`config.mk`:
```
export PLATFORM = sky130hd
export DESIGN_NAME = mips_control_unit
export DESIGN_NICKNAME = d
export VERILOG_FILES = /design/src/rtl/mips_pkg.sv /design/src/rtl/mips_alu_decoder.sv /design/src/rtl/mips_control_unit.sv
export SDC_FILE = /design/constraint.sdc
export NUM_CORES = 1
export LEC_CHECK = 0
export CORE_AREA = 5 5 45 47
export CTS_CLUSTER_SIZE = 24
export DETAILED_ROUTE_END_ITERATION = 10
export DIE_AREA = 0 0 50 52
export HOLD_SLACK_MARGIN = 0.15
export PLACE_DENSITY = 0.86
export SKIP_CTS_REPAIR_TIMING = 1
export SYNTH_ARGS = -nofsm -noshare
export SYNTH_HDL_FRONTEND = slang
export SYNTH_SLANG_ARGS = --single-unit
```
`constraint.sdc`:
```
create_clock -name clk -period 3.5 [get_ports clk]
set_input_delay 1.05 -clock clk [delete_from_list [all_inputs] [get_ports clk]]
set_output_delay 1.05 -clock clk [all_outputs]
set_load 0.005 [all_outputs]
```
`src/rtl/mips_pkg.sv`:
```
// Shared definitions for the multi-cycle MIPS control path: FSM state
// encoding, instruction field constants and datapath select codes.
package mips_pkg;

    // Controller states; encodings 11..15 are unused and recover to fetch.
    typedef enum logic [3:0] {
        StFetch    = 4'd0,
        StDecode   = 4'd1,
        StMemAdr   = 4'd2,
        StMemRead  = 4'd3,
        StMemWb    = 4'd4,
        StMemWrite = 4'd5,
        StExecute  = 4'd6,
        StAluWb    = 4'd7,
        StAddiExec = 4'd8,
        StAddiWb   = 4'd9,
        StBranch   = 4'd10
    } state_e;

    // Opcodes, IR[31:26]
    localparam logic [5:0] OpRtype = 6'b000000;
    localparam logic [5:0] OpLw    = 6'b100011;
    localparam logic [5:0] OpSw    = 6'b101011;
    localparam logic [5:0] OpAddi  = 6'b001000;
    localparam logic [5:0] OpBeq   = 6'b000100;
    localparam logic [5:0] OpBne   = 6'b000101;

    // R-type function codes, IR[5:0]
    localparam logic [5:0] FunctAdd = 6'b100000;
    localparam logic [5:0] FunctSub = 6'b100010;
    localparam logic [5:0] FunctAnd = 6'b100100;
    localparam logic [5:0] FunctOr  = 6'b100101;
    localparam logic [5:0] FunctSlt = 6'b101010;

    // ALU operation codes
    localparam logic [3:0] AluAnd = 4'b0000;
    localparam logic [3:0] AluOr  = 4'b0001;
    localparam logic [3:0] AluAdd = 4'b0010;
    localparam logic [3:0] AluSub = 4'b0110;
    localparam logic [3:0] AluSlt = 4'b0111;

    // ALU B-operand select codes
    localparam logic [1:0] SrcbReg    = 2'b00;
    localparam logic [1:0] SrcbFour   = 2'b01;
    localparam logic [1:0] SrcbImm    = 2'b10;
    localparam logic [1:0] SrcbImmSh2 = 2'b11;

    // Loads and stores share the address-computation state.
    function automatic logic is_mem_op(input logic [5:0] op);
        return (op == OpLw) || (op == OpSw);
    endfunction

    // Both conditional branches share the compare state.
    function automatic logic is_branch_op(input logic [5:0] op);
        return (op == OpBeq) || (op == OpBne);
    endfunction

endpackage

```
`src/rtl/mips_alu_decoder.sv`:
```
// Combinational ALU operation select from controller state and R-type funct.
module mips_alu_decoder
    import mips_pkg::*;
(
    input  logic [3:0] state,
    input  logic [5:0] funct,
    output logic [3:0] alu_control
);

    // Funct matters only in EXECUTE; unknown functs fall back to add so
    // the instruction still writes a result.
    always_comb begin
        alu_control = AluAnd;
        case (state)
            StFetch, StDecode, StMemAdr, StAddiExec: alu_control = AluAdd;
            StBranch:                                alu_control = AluSub;
            StExecute: begin
                case (funct)
                    FunctAdd: alu_control = AluAdd;
                    FunctSub: alu_control = AluSub;
                    FunctAnd: alu_control = AluAnd;
                    FunctOr:  alu_control = AluOr;
                    FunctSlt: alu_control = AluSlt;
                    default:  alu_control = AluAdd;
                endcase
            end
            default: alu_control = AluAnd;
        endcase
    end

endmodule

```
`src/rtl/mips_control_unit.sv`:
```
// Multi-cycle MIPS main controller: Moore FSM sequencing fetch, decode and
// per-class execute/writeback steps, driving datapath strobes and selects.
module mips_control_unit
    import mips_pkg::*;
(
    input  logic       clk,
    input  logic       reset,
    input  logic [5:0] Op,
    input  logic [5:0] Funct,
    output logic       IorD,
    output logic       MemWrite,
    output logic       IRWrite,
    output logic       PCWrite,
    output logic       BranchEq,
    output logic       BranchNeq,
    output logic       PCSrc,
    output logic       ALUSrcA,
    output logic       RegWrite,
    output logic       MemtoReg,
    output logic       RegDst,
    output logic [1:0] ALUSrcB,
    output logic [3:0] ALUControl,
    output logic [3:0] State
);

    logic [3:0] state_q;
    logic [3:0] state_d;
    logic [3:0] alu_ctrl;

    // State register; reset forces fetch without waiting for a clock edge.
    always_ff @(posedge clk or posedge reset) begin
        if (reset) begin
            state_q <= StFetch;
        end else begin
            state_q <= state_d;
        end
    end

    // Next-state sequencing; Op is held by the IR for the whole instruction.
    always_comb begin
        state_d = StFetch;
        case (state_q)
            StFetch: state_d = StDecode;
            StDecode: begin
                if (is_mem_op(Op)) begin
                    state_d = StMemAdr;
                end else if (Op == OpRtype) begin
                    state_d = StExecute;
                end else if (Op == OpAddi) begin
                    state_d = StAddiExec;
                end else if (is_branch_op(Op)) begin
                    state_d = StBranch;
                end else begin
                    state_d = StFetch;
                end
            end
            StMemAdr:   state_d = (Op == OpLw) ? StMemRead : StMemWrite;
            StMemRead:  state_d = StMemWb;
            StMemWb:    state_d = StFetch;
            StMemWrite: state_d = StFetch;
            StExecute:  state_d = StAluWb;
            StAluWb:    state_d = StFetch;
            StAddiExec: state_d = StAddiWb;
            StAddiWb:   state_d = StFetch;
            StBranch:   state_d = StFetch;
            default:    state_d = StFetch;
        endcase
    end

    mips_alu_decoder u_alu_decoder (
        .state       (state_q),
        .funct       (Funct),
        .alu_control (alu_ctrl)
    );

    // Moore outputs; everything is held low while reset is asserted so the
    // fetch strobes cannot fire before reset releases.
    always_comb begin
        IorD       = 1'b0;
        MemWrite   = 1'b0;
        IRWrite    = 1'b0;
        PCWrite    = 1'b0;
        BranchEq   = 1'b0;
        BranchNeq  = 1'b0;
        PCSrc      = 1'b0;
        ALUSrcA    = 1'b0;
        RegWrite   = 1'b0;
        MemtoReg   = 1'b0;
        RegDst     = 1'b0;
        ALUSrcB    = SrcbReg;
        ALUControl = AluAnd;
        if (!reset) begin
            ALUControl = alu_ctrl;
            case (state_q)
                StFetch: begin
                    IRWrite = 1'b1;
                    PCWrite = 1'b1;
                    ALUSrcB = SrcbFour;
                end
                // Branch target computed speculatively during decode.
                StDecode: ALUSrcB = SrcbImmSh2;
                StMemAdr: begin
                    ALUSrcA = 1'b1;
                    ALUSrcB = SrcbImm;
                end
                StMemRead: IorD = 1'b1;
                StMemWb: begin
                    RegWrite = 1'b1;
                    MemtoReg = 1'b1;
                end
                StMemWrite: begin
                    IorD     = 1'b1;
                    MemWrite = 1'b1;
                end
                StExecute: begin
                    ALUSrcA = 1'b1;
                    ALUSrcB = SrcbReg;
                end
                StAluWb: begin
                    RegWrite = 1'b1;
                    RegDst   = 1'b1;
                end
                StAddiExec: begin
                    ALUSrcA = 1'b1;
                    ALUSrcB = SrcbImm;
                end
                StAddiWb: RegWrite = 1'b1;
                StBranch: begin
                    ALUSrcA   = 1'b1;
                    ALUSrcB   = SrcbReg;
                    PCSrc     = 1'b1;
                    BranchEq  = (Op == OpBeq);
                    BranchNeq = (Op == OpBne);
                end
                default: ALUControl = AluAnd;
            endcase
        end
    end

    assign State = state_q;

endmodule

```
Yosys cells after proc, flatten, opt, wreduce, memory -nomap -nowiden

Cells that the tools add are included.

Bits in latches: 0
Memories kept: 0
Output and inout port bits: 21
Word-level logic and storage cells: 62
Memory bits (writable): 0
Flip-flop bits (word level): 4
Memory bits (read-only): 0
Input port bits: 14

Reductions and logical operators: 10
Magnitude comparators: 0
Div/mod/pow operators: 0
Muxes and demuxes: 32
Shift operators: 0
Bitwise gates (word level): 0
Equal/unequal tests: 19
$add $sub $neg: 0
$mul: 0

Operators with widths:

| cell                 | number |
|---|---|
| $eq A6 B6 Y1 const B | 6 |
| $mux W4              | 6 |
| $pmux W4 S6          | 1 |
| $mux W1              | 20 |
| $eq A4 B3 Y1 const B | 4 |
| $eq A4 B4 Y1 const B | 3 |
| $eq A6 B3 Y1 const B | 2 |
| $pmux W3 S4          | 1 |
| $pmux W4 S3          | 1 |
| $reduce_or A11 Y1    | 1 |
| $eq A4 B2 Y1 const B | 2 |
| $reduce_or A4 Y1     | 2 |
| $eq A6 B4 Y1 const B | 1 |
| $logic_not A6 Y1     | 1 |
| $pmux W2 S3          | 1 |
| $eq A4 B1 Y1 const B | 1 |
| $logic_not A4 Y1     | 1 |
| $reduce_or A2 Y1     | 2 |
| $mux W3              | 1 |
| $reduce_or A3 Y1     | 1 |
| $logic_or A1 B1 Y1   | 2 |
| $mux W2              | 1 |

Longest topological paths before layout

Gate-level depths: netlist of run 1.

Depth in word-level cells: 7
Depth in mapped cells: 4

Hierarchy

Synthesis of run 1 repeated with hierarchy kept, for this count alone.

Cells, all modules: 88
Area, all modules: 649.4 um2

Modules (own cells, without submodules):

| module            | times used | cells an instance | area each (um2) |
|---|---|---|---|
| mips_control_unit | 1          | 72                | 540.5 |
| mips_alu_decoder  | 1          | 16                | 108.9 |

Worst setup path after synthesis of run 1

No wires, ideal clock.

Path kind: input -> output
From: input reset
To: output PCWrite
Buffers on the path: 2
Arrival time: 1.763 ns
Data required time: 2.450 ns
Stages on the path: 3
Slack: 0.687 ns
Cells stage by stage: clkbuf_1 nor4_1 buf_4

Word-level cells in the longest chain between the ends: 1

Ends and longest elaborated chain:

| element         | line                    | RTL |
|---|---|---|
| start, declared | mips_control_unit.sv:7  | `input logic reset,` |
| $mux W1         | --                      |  |
| end, declared   | mips_control_unit.sv:13 | `output logic PCWrite,` |

Every way passes these cells.

Final worst setup path of run 1

From: input Funct[2]
To: output ALUControl[0]

Word-level cells in the longest chain between the ends: 5
Elaborated cells on any way between the ends: 8

Ends and longest elaborated chain:

| element         | line                    | RTL |
|---|---|---|
| start, declared | mips_control_unit.sv:9  | `input logic [5:0] Funct,` |
| $eq A6 B6 Y1    | mips_alu_decoder.sv:18  | `case (funct)` |
| $pmux W3 S4 (*) | mips_alu_decoder.sv:18  |  |
| $pmux W4 S3 (*) | mips_alu_decoder.sv:14  | `case (state)` |
| $mux W4 (*)     | mips_control_unit.sv:94 | `case (state_q)` |
| $mux W4 (*)     | mips_control_unit.sv:92 | `if (!reset) begin` |
| end, declared   | mips_control_unit.sv:22 | `output logic [3:0] ALUControl,` |

Mark *: on every way between the ends. The rest lies on a longest branch, timed or not.

==> flow_summary_export.csv, run 1 <==
group,metric,value,unit
run_status,outcome,"finished, violations left",
run_status,violated_checks,"negative setup slack",
sta,post_route_clock_period_utilization,106,%
drt,antenna_violating_nets_post_route,0,
grt,grt_pass1_vias,708,
cells_and_area,final_area,1020,um2
sta,finalMaxSlewViolations,0,
setup_path,worst_r2r_path_depth,3,
synthesis,synth_cells,75,
setup_path,crit_cells,5,
sta,finalCriticalPeriod,3700,ps
drt,routed-via-count,703,
clock_network,cts.sink_count,4,
drt,postRouteWirelength,2090,um
synthesis,ys_seq_elements,4,
setup_path,crit_slowest_cell,"sky130_fd_sc_hd__clkdlybuf4s50_1",
floorplanning,fp.coreArea,1610,um2
floorplanning,rows,15,
setup_path,worstPathRequired,2450,ps
setup_path,critical_path.cell_chain,"clkdlybuf4s50_1 -> nor3b_2 -> a22oi_1 -> nor4_1 -> clkdlybuf4s50_1",
synthesis,mappedNetlistArea,552,um2
pwr,max-vdd-ir-drop,0.242,mV
pwr,total_internal_power,192,uW
pwr,sequentialPowerShare,28.9,%
placed_design,gp_congestion,0.789,
setup_path,worst-setup-path-type,"in -> out",
drt,detailedRoute.firstIterationViolations,10,
setup_path,r2r_setup_slack,1900,ps
cells_and_area,insertedDiodeCount,0,
grt,grt.total_usage,15.7,%
worst_hold_path,hp-class,"reg -> reg",
clock_network,clock_insertion_delay_worst_skew,240,ps
cells_and_area,layout.filler_cells,146,
sta,worst-slew-pin-transition,580,ps
synthesis,synthesis.area_per_instance,7.36,um2
setup_path,critical_path.endpoint_type,"output pin",
sta,setup_viol,2,
floorplanning,die_x,50,um
floorplanning,design.portCount,35,
setup_path,kind_of_start_point_of_the_critical_path,"input port",
synthesis,yosys_warnings,0,
sta,worst_slew_margin_rel,61.3,%
floorplanning,fp.dieArea,2600,um2
drt,drt-vias-per-instance,5.49,
setup_path,cp.buffers_inverters,2,
pwr,p_leak,0.000510,uW
cells_and_area,proportion_of_layout_cells_with_a_drive_suffix_above_1,22.5,%
grt,grt_first_pass_wirelength,3240,um
setup_path,reg2reg_from,"State[1]",
setup_path,max_stage_delay,550,ps
clock_network,cts-root-to-sink-buffers,2,
synthesis,synthDistinctLibCells,34,
drt,remaining_drc_errors,0,
drt,drtPass1Iterations,4,
grt,antenna_found_initial,0,
clock_network,cts.htree.levels,1,
pwr,power.switching,123,uW
worst_hold_path,min_delay_worst_endpoint,"State[0]",
placed_design,io_buffer_count,33,
grt,grt_overflow,0,
pwr,power.combinational.fraction,52.1,%
sta,post-route-worst-setup-slack,-199,ps
grt,largest_net_degree_at_the_start_of_global_routing,19,
cells_and_area,final_core_utilization,63.3,%
cells_and_area,areaGrowthSynthToFinish,85.3,%
sta,finClkSkew,4.35,ps
floorplanning,die-height,52,um
synthesis,seq_area_frac_synth,18.1,%
pwr,clock_power_share,19.0,%
setup_path,crit_arrival,2650,ps
synthesis,postSynthNetCount,89,
setup_path,cell_mode_on_critical_path,"sky130_fd_sc_hd__clkdlybuf4s50_1",
cells_and_area,largest_reg_flops,4,
pwr,power_switching_share,39.0,%
clock_network,worst_setup_hold_path_clk_slew,40,ps
sta,rsz0062_at_grt,"yes",
setup_path,worst-path-max-fanout,2,
worst_hold_path,hold_depth,1,
worst_hold_path,hold_start,"State[0]",
drt,wire_per_inst,16.3,um
sta,max_clock_freq,270,MHz
job,timing.max_cap.violations,0,
clock_network,buffer_type_at_the_clock_tree_root,"sky130_fd_sc_hd__clkbuf_4",
setup_path,cp_top_family,"buffers and inverters",
floorplanning,floorplan.initialDensity,34.2,%
cells_and_area,design.final.nets,127,
sta,finalHoldViolations,0,
setup_path,r2r_path_end,"State[3]",
placed_design,post-dp-hpwl,1540,um
placed_design,post_dp_cell_area,916,um2
clock_network,numCtsBuffers,3,
clock_network,cts_tree,"built",
pwr,pwr_density_cell,308,nW/um2
[power by group through the flow]
stage	clock, uW	combinational [uW]	sequential [uW]
global route	65.1	178	95.3
floorplan	0	97.4	68.2
global placement	0	153	88.0
finish	59.8	164	91.1
detailed placement	0	158	88.9
CTS	63.2	159	88.8
[layout by cell type (no fill, tap or decap), types with 3 or more instances in the layout]
| cell type | instances |
|---|---|
| sky130_fd_sc_hd__nor3_1 | 3 |
| sky130_fd_sc_hd__clkbuf_4 | 3 |
| sky130_fd_sc_hd__o21ai_0 | 3 |
| sky130_fd_sc_hd__clkdlybuf4s50_1 | 22 |
| sky130_fd_sc_hd__nand2b_1 | 4 |
| sky130_fd_sc_hd__nor2_1 | 7 |
| sky130_fd_sc_hd__buf_4 | 6 |
| sky130_fd_sc_hd__nor3b_2 | 3 |
| sky130_fd_sc_hd__nor2b_1 | 4 |
| sky130_fd_sc_hd__a21oi_1 | 3 |
| sky130_fd_sc_hd__dfrtp_1 | 4 |
| sky130_fd_sc_hd__dlymetal6s2s_1 | 11 |
| sky130_fd_sc_hd__nand2_1 | 3 |
[synth_stat cells, drive strengths merged]
cell type	instances	area [um2]
a2111oi	1	8.76
a211oi	1	7.51
a21boi	1	7.51
a21oi	4	20.0
a22oi	1	7.51
a311o	1	10.0
a41oi	1	8.76
and3b	1	8.76
buf	5	32.5
clkbuf	2	7.51
conb	1	3.75
dfrtp	4	100
inv	3	11.3
mux2i	1	10.0
nand2	4	15.0
nand2b	5	38.8
nand4	2	12.5
nand4b	1	8.76
nor2	8	30.0
nor2b	4	25.0
nor3	3	15.0
nor3b	4	30.0
nor4	4	25.0
nor4b	2	17.5
o21ai	3	15.0
o31a	1	8.76
o32ai	2	25.0
or2	2	12.5
or4	1	11.3
xnor2	1	8.76
xor2	1	8.76
[how the worst max path moves through the flow]
stage                          endpoint      from
final                     ALUControl[0]  Funct[2]
after global routing      ALUControl[0]  Funct[2]
after CTS                 ALUControl[0]  Funct[2]
after detailed placement  ALUControl[0]  Funct[2]
after global placement         BranchEq     Op[1]
after floorplan                 PCWrite     reset
[layout make-up]
type	count	area, um2	share of cell area, %
Sequential cell	4	100	9.79
Clock buffer	3	22.5	2.20
Tap cell	17	21.3	2.08
Timing Repair Buffer	40	414	40.5
Inverter	3	11.3	1.10
Multi-Input combinational cell	61	453	44.3
[logic make-up (layout without fill, tap and decap cells)]
kind of cell           Yosys count  in the layout  synth area share, %
flip-flops                       4              4                 18.1
buffers and inverters           10             46                 9.30
other                            1              1                0.680
multiplexers                     1              1                 1.81
AND/OR/NAND/NOR                 41             41                 45.3
AO/OA/AOI/OAI                   16             16                 21.5
XOR/XNOR                         2              2                 3.18
[routing by layer]
layer | GRT usage (%) | vias to the layer above | share of wire (%)
met2 | 29.3 | 17 | 55
met5 | 0 | - | 0
met4 | 6.11 | 0 | 1.8
met3 | 3.15 | 5 | 3.4
li1 | - | 348 | -
met1 | 16.9 | 333 | 39
[metrics by stage]
stage	std cells	power, uW	hold slack (ps)	worst slack (ps)	TNS (ps)
2_1_floorplan	75	166	644	687	0
3_3_place_gp	125	241	707	-224	-1180
3_5_place_dp	125	247	719	-314	-1490
4_1_cts	128	311	730	-319	-1580
5_1_grt	128	338	805	-303	-551
6_report	128	315	754	-199	-354
Power figures use the tool's default switching activity.
==> run 2, diff against run 1 <==
ABC_AREA = 1   (was default)
==> flow_summary_export.csv, run 2 <==
group,metric,value,unit
synthesis,post_synth_main_area_contributors,"sky130_fd_sc_hd__dfrtp_1 18%, sky130_fd_sc_hd__nor2_1 17%, sky130_fd_sc_hd__nand2_1 14%",
clock_network,numCtsBuffers,3,
pwr,p_leak,0.000576,uW
floorplanning,die-height,52,um
synthesis,ys_seq_elements,4,
placed_design,io_buffer_count,33,
sta,post_route_clock_period_utilization,96.9,%
sta,finalCriticalPeriod,3390,ps
sta,max_clock_freq,295,MHz
drt,remaining_drc_errors,0,
grt,grt_pass1_vias,737,
synthesis,synth.most_common_cell,"sky130_fd_sc_hd__nor2_1",
clock_network,cts.sink_count,4,
cells_and_area,commonest_non_fill_non_tap_cell_in_the_layout,"sky130_fd_sc_hd__clkdlybuf4s50_1",
floorplanning,fp.dieArea,2600,um2
run_status,outcome,"complete, no violations",
setup_path,critical_path.endpoint_type,"output pin",
synthesis,synth_commonest_cells,"25 x sky130_fd_sc_hd__nor2_1, 21 x sky130_fd_sc_hd__nand2_1, 16 x sky130_fd_sc_hd__inv_1, 11 x sky130_fd_sc_hd__nand3_1, 5 x sky130_fd_sc_hd__a21oi_1",
setup_path,crit_arrival,2340,ps
setup_path,worstPathRequired,2450,ps
setup_path,critical_path.cell_chain,"clkdlybuf4s50_1 -> buf_6 -> nor3_1 -> clkdlybuf4s50_1",
sta,finClkSkew,3.80,ps
synthesis,number_of_flops_mapped_to_enable_cells_by_yosys,0,
setup_path,max_stage_delay,530,ps
synthesis,postSynthNetCount,119,
floorplanning,floorplan.initialDensity,34.5,%
clock_network,worst_setup_hold_path_clk_slew,40,ps
setup_path,crit_cells,4,
placed_design,placed_insts,159,
synthesis,ys_async_sr_fraction,100,%
drt,routed-via-count,792,
synthesis,yosysTopAreaCellShare,18.0,%
synthesis,mappedNetlistArea,557,um2
synthesis,seq_area_frac_synth,18.0,%
floorplanning,rows,15,
cells_and_area,finish.cell_count_without_fillers,163,
floorplanning,design.portCount,35,
cells_and_area,largest_reg_flops,4,
setup_path,kind_of_start_point_of_the_critical_path,"input port",
pwr,pwr_density_cell,299,nW/um2
grt,grt_first_pass_wirelength,2830,um
placed_design,post-dp-hpwl,1520,um
synthesis,synthDistinctLibCells,19,
grt,grt_overflow,0,
setup_path,worst-path-max-fanout,10,
cells_and_area,areaGrowthSynthToFinish,78.4,%
worst_hold_path,hold_depth,3,
drt,drt-vias-per-instance,4.86,
setup_path,cp.buffers_inverters,3,
cells_and_area,proportion_of_layout_cells_with_a_drive_suffix_above_1,17.8,%
drt,routed.top_layer,"met4",
worst_hold_path,hp-class,"reg -> reg",
pwr,clock_power_share,19.0,%
synthesis,synth_cells,105,
sta,finalMaxSlewViolations,0,
grt,grt.total_usage,13.8,%
cells_and_area,insertedDiodeCount,0,
synthesis,synthesis.area_per_instance,5.30,um2
setup_path,worst_r2r_path_depth,5,
pwr,power_switching_share,38.0,%
pwr,sequentialPowerShare,22.8,%
cells_and_area,most-common-layout-cells,"28 x sky130_fd_sc_hd__clkdlybuf4s50_1, 21 x sky130_fd_sc_hd__nand2_1, 20 x sky130_fd_sc_hd__nor2_1, 16 x sky130_fd_sc_hd__inv_1, 11 x sky130_fd_sc_hd__nand3_1",
cells_and_area,layout.filler_cells,165,
sta,finalHoldViolations,0,
drt,postRouteWirelength,1750,um
sta,fin_setup_tns,0,ps
clock_network,cts.htree.levels,1,
clock_network,clock_insertion_delay_worst_skew,230,ps
clock_network,cts-root-to-sink-buffers,2,
sta,finalHoldWorstSlack,725,ps
placed_design,gp_congestion,0.876,
grt,largest_net_degree_at_the_start_of_global_routing,11,
setup_path,cp_top_family,"buffers and inverters",
drt,drt-met1-wl,596,um
pwr,post-layout-total-power,297,uW
floorplanning,die_x,50,um
setup_path,cell_mode_on_critical_path,"sky130_fd_sc_hd__clkdlybuf4s50_1",
job,timing.max_cap.violations,0,
synthesis,synth_top_cell_by_area,"sky130_fd_sc_hd__dfrtp_1",
drt,detailedRoute.firstIterationViolations,6,
pwr,total_internal_power,184,uW
pwr,max-vdd-ir-drop,0.193,mV
grt,antenna_found_initial,0,
setup_path,crit_slowest_cell,"sky130_fd_sc_hd__clkdlybuf4s50_1",
setup_path,worst-setup-path-type,"in -> out",
synthesis,synth_flop_cell,"sky130_fd_sc_hd__dfrtp_1",
cells_and_area,final_core_utilization,61.6,%
drt,wire_per_inst,10.8,um
drt,route.met2.wl,975,um
cells_and_area,design.final.nets,162,
clock_network,buffer_type_at_the_clock_tree_root,"sky130_fd_sc_hd__clkbuf_4",
sta,setup_viol,0,
synthesis,yosys_warnings,0,
drt,routed-wl-met3,171,um
pwr,power.switching,113,uW
drt,antenna_violating_nets_post_route,0,
floorplanning,fp.coreArea,1610,um2
pwr,power.combinational.fraction,58.2,%
sta,rsz0062_at_grt,"no",
clock_network,cts_tree,"built",
drt,drtPass1Iterations,4,
run 2: changes by cell type in the layout (fill, tap and decap cells not counted), moves of 3 or more:
cell	before	now
sky130_fd_sc_hd__clkdlybuf4s50_1	22	28
sky130_fd_sc_hd__nor2_1	7	20
sky130_fd_sc_hd__nor2b_1	4	0
sky130_fd_sc_hd__inv_2	1	4
sky130_fd_sc_hd__nor3b_2	3	0
sky130_fd_sc_hd__inv_1	2	16
sky130_fd_sc_hd__nand2_1	3	21
sky130_fd_sc_hd__nand3_1	0	11
sky130_fd_sc_hd__dlymetal6s2s_1	11	5
sky130_fd_sc_hd__nor2_2	1	6
sky130_fd_sc_hd__nand2b_1	4	0
run 2: cell type report:
class | count | area (um2) | share of cell area, %
clock buffer | 3 | 22.5 | 2.27
timing repair buffer | 41 | 407 | 40.9
multi-input combinational | 77 | 363 | 36.5
tap | 17 | 21.3 | 2.14
sequential | 4 | 100 | 10.1
inverter | 21 | 80.1 | 8.06
run 2: through the flow:
stage | instance area (um2) | worst slack (ps)
6_report | 993 | 110
2_1_floorplan | 557 | 869
5_1_grt | 993 | 0.809
4_1_cts | 957 | -215
3_5_place_dp | 935 | -212
3_3_place_gp | 935 | -71.7
run 2: cell families after synthesis:
group	Yosys count	share of synthesized area [%]
DFF	4	18.0
AOI/OAI and AO/OA	10	9.66
and+or+nand+nor	66	52.6
buffers and inverters	24	19.1
other	1	0.674
run 2: path summary, 6_finish.rpt:
| kind | start | end | slack (ps) |
|---|---|---|---|
| worst min register to register | State[0] | State[3] | 730 |
| min in group asynchronous | reset | State[0] | 1260 |
| max in group asynchronous | reset | State[3] | 2140 |
| worst min-delay path | State[0] | State[3] | 730 |
| worst max-delay path | reset | ALUSrcB[0] | 110 |
| worst max register to register | State[2] | State[2] | 2310 |
run 2: layer usage:
layer	global-route usage [%]	vias up
met5	0	-
met1	13.3	346
met4	5.24	0
met2	27.0	35
met3	4.01	2
li1	-	409
run 2: power groups by stage:
stage / Clock (uW) / Sequential [uW] / Combinational [uW]
CTS: 59.7 / 68.0 / 172
detailed placement: 0 / 68.6 / 171
finish: 56.5 / 67.6 / 173
global route: 65.1 / 68.9 / 192
global placement: 0 / 68.4 / 168
floorplan: 0 / 67.7 / 85.3
run 2: worst reg2reg max path, stage by stage, from the launching register on:
cell and delay (ps):
sky130_fd_sc_hd__dfrtp_1 430, sky130_fd_sc_hd__nor2_1 240, sky130_fd_sc_hd__inv_1 100, sky130_fd_sc_hd__nor2_1 170
sky130_fd_sc_hd__nor2_1 80, sky130_fd_sc_hd__o211ai_1 90
==> run 3, diff against run 2 <==
CORE_AREA = 5 5 42 44   (was 5 5 45 47)
DIE_AREA = 0 0 47 49   (was 0 0 50 52)
DONT_BUFFER_PORTS = 1   (was default)
PLACE_DENSITY = 0.64   (was 0.86)
TNS_END_PERCENT = 1   (was default)
clock period = 3.7 ns   (was 3.5 ns; I/O delays follow)
==> flow_summary_export.csv, run 3 (same netlist as run 2, synthesis figures left out) <==
group,metric,value,unit
clock_network,buffer_type_at_the_clock_tree_root,"sky130_fd_sc_hd__clkbuf_4",
sta,finalCriticalPeriod,2830,ps
sta,post_route_clock_period_utilization,76.4,%
clock_network,cts.sink_count,4,
pwr,pwr_density_cell,361,nW/um2
cells_and_area,finish.cell_count_without_fillers,121,
drt,drt-vias-per-instance,4.85,
grt,gr-max-usage-layer,"met2",
clock_network,numCtsBuffers,3,
grt,met1_track_demand_over_resource_in_global_routing,15.7,%
worst_hold_path,hp-class,"in -> async",
grt,grt_first_pass_wirelength,2300,um
floorplanning,floorplan.initialDensity,39.7,%
placed_design,setup_slack_placement,865,ps
job,timing.max_cap.violations,0,
cells_and_area,proportion_of_layout_cells_with_a_drive_suffix_above_1,12.4,%
clock_network,cts-root-to-sink-buffers,2,
sta,post-route-worst-setup-slack,875,ps
pwr,max-vdd-ir-drop,0.133,mV
setup_path,crit_path_start,"Funct[5]",
floorplanning,fp.coreArea,1400,um2
clock_network,worst_setup_hold_path_clk_slew,40,ps
floorplanning,fp.dieArea,2300,um2
sta,finalHoldViolations,0,
cells_and_area,insertedDiodeCount,0,
cells_and_area,commonest_non_fill_non_tap_cell_in_the_layout,"sky130_fd_sc_hd__nor2_1",
grt,largest_net_degree_at_the_start_of_global_routing,12,
cells_and_area,design.final.nets,121,
setup_path,crit_arrival,1720,ps
setup_path,worst_r2r_path_depth,5,
floorplanning,rows,14,
cells_and_area,areaGrowthSynthToFinish,2.92,%
sta,fin_setup_tns,0,ps
drt,antenna_violating_nets_post_route,0,
grt,grtUsageMet3,3.32,%
pwr,p_leak,0.000332,uW
sta,finClkSkew,1.80,ps
setup_path,worst-path-max-fanout,3,
clock_network,cts.htree.levels,1,
sta,rsz0062_at_grt,"no",
grt,grt_pass1_vias,571,
cells_and_area,largest_reg_flops,4,
setup_path,reg2reg_from,"State[2]",
floorplanning,die_x,47,um
setup_path,critical_path.endpoint_type,"output pin",
run_status,outcome,"complete, no violations",
clock_network,clock_insertion_delay_worst_skew,230,ps
placed_design,placed_insts,118,
setup_path,worst-setup-path-type,"in -> out",
drt,detailedRoute.firstIterationViolations,6,
cells_and_area,register_area,100,um2
clock_network,cts_tree,"built",
drt,wire_per_inst,11.2,um
sta,finalHoldWorstSlack,702,ps
cells_and_area,multi_input_area,350,um2
drt,postRouteWirelength,1350,um
setup_path,worstPathRequired,2590,ps
sta,setup_viol,0,
grt,use_met2,21.9,%
grt,antenna_found_initial,0,
floorplanning,design.portCount,35,
cells_and_area,most-common-layout-cells,"25 x sky130_fd_sc_hd__nor2_1, 21 x sky130_fd_sc_hd__nand2_1, 16 x sky130_fd_sc_hd__inv_1, 11 x sky130_fd_sc_hd__nand3_1, 5 x sky130_fd_sc_hd__a21oi_1",
placed_design,gp_congestion,0.895,
drt,drtPass1Iterations,3,
placed_design,io_buffer_count,0,
sta,max_clock_freq,354,MHz
setup_path,kind_of_start_point_of_the_critical_path,"input port",
drt,routed-via-count,587,
sta,finalMaxSlewViolations,0,
floorplanning,die-height,49,um
placed_design,post-dp-hpwl,1170,um
grt,grt_overflow,0,
drt,remaining_drc_errors,0,
grt,grt.total_usage,13.1,%
cells_and_area,layout.filler_cells,177,
run 3: cell count changes in the layout (fill, tap and decap cells not counted), sizes merged:
cell / delta
dlymetal6s2s: -5
buf: -8
clkdlybuf4s50: -28
run 3: layout make-up:
class                           count  share of cell area (%)
Inverter                           21                    14.0
Sequential cell                     4                    17.5
Clock buffer                        3                    3.93
Tap cell                           16                    3.49
Multi-Input combinational cell     77                    61.1
run 3: worst max-delay path, stage by stage:
cell	delay [ps]
sky130_fd_sc_hd__inv_1	20
sky130_fd_sc_hd__nor2_1	140
sky130_fd_sc_hd__inv_1	60
sky130_fd_sc_hd__nor2_1	120
sky130_fd_sc_hd__nand3_1	90
sky130_fd_sc_hd__a21oi_1	180
run 3: where the power goes:
group,switching [uW],internal (uW)
clock,16.3,36.2
combinational,62.1,26.1
sequential,12.9,53.0
total,91.3,115
run 3: through the flow:
| step | util, % | instance area (um2) | total power (uW) |
|---|---|---|---|
| after CTS | 40.9 | 573 | 210 |
| final | 40.9 | 573 | 207 |
| after detailed placement | 39.3 | 551 | 156 |
| after floorplan | - | 557 | 145 |
| after global routing | 40.9 | 573 | 231 |
| after global placement | 39.3 | 551 | 154 |
run 3: final timing paths:
path	endpoint	slack (ps)
max	ALUControl[2]	870
min	State[2]	700
max reg2reg	State[2]	2520
min reg2reg	State[3]	750
max in group asynchronous	State[3]	2780
min in group clk	State[3]	750
run 3: per-layer routing:
metal / wire length (um) / share of wire (%)
met2: 697 / 51
met4: 0 / 0
met3: 123 / 9.1
met1: 533 / 39
met5: 0 / 0
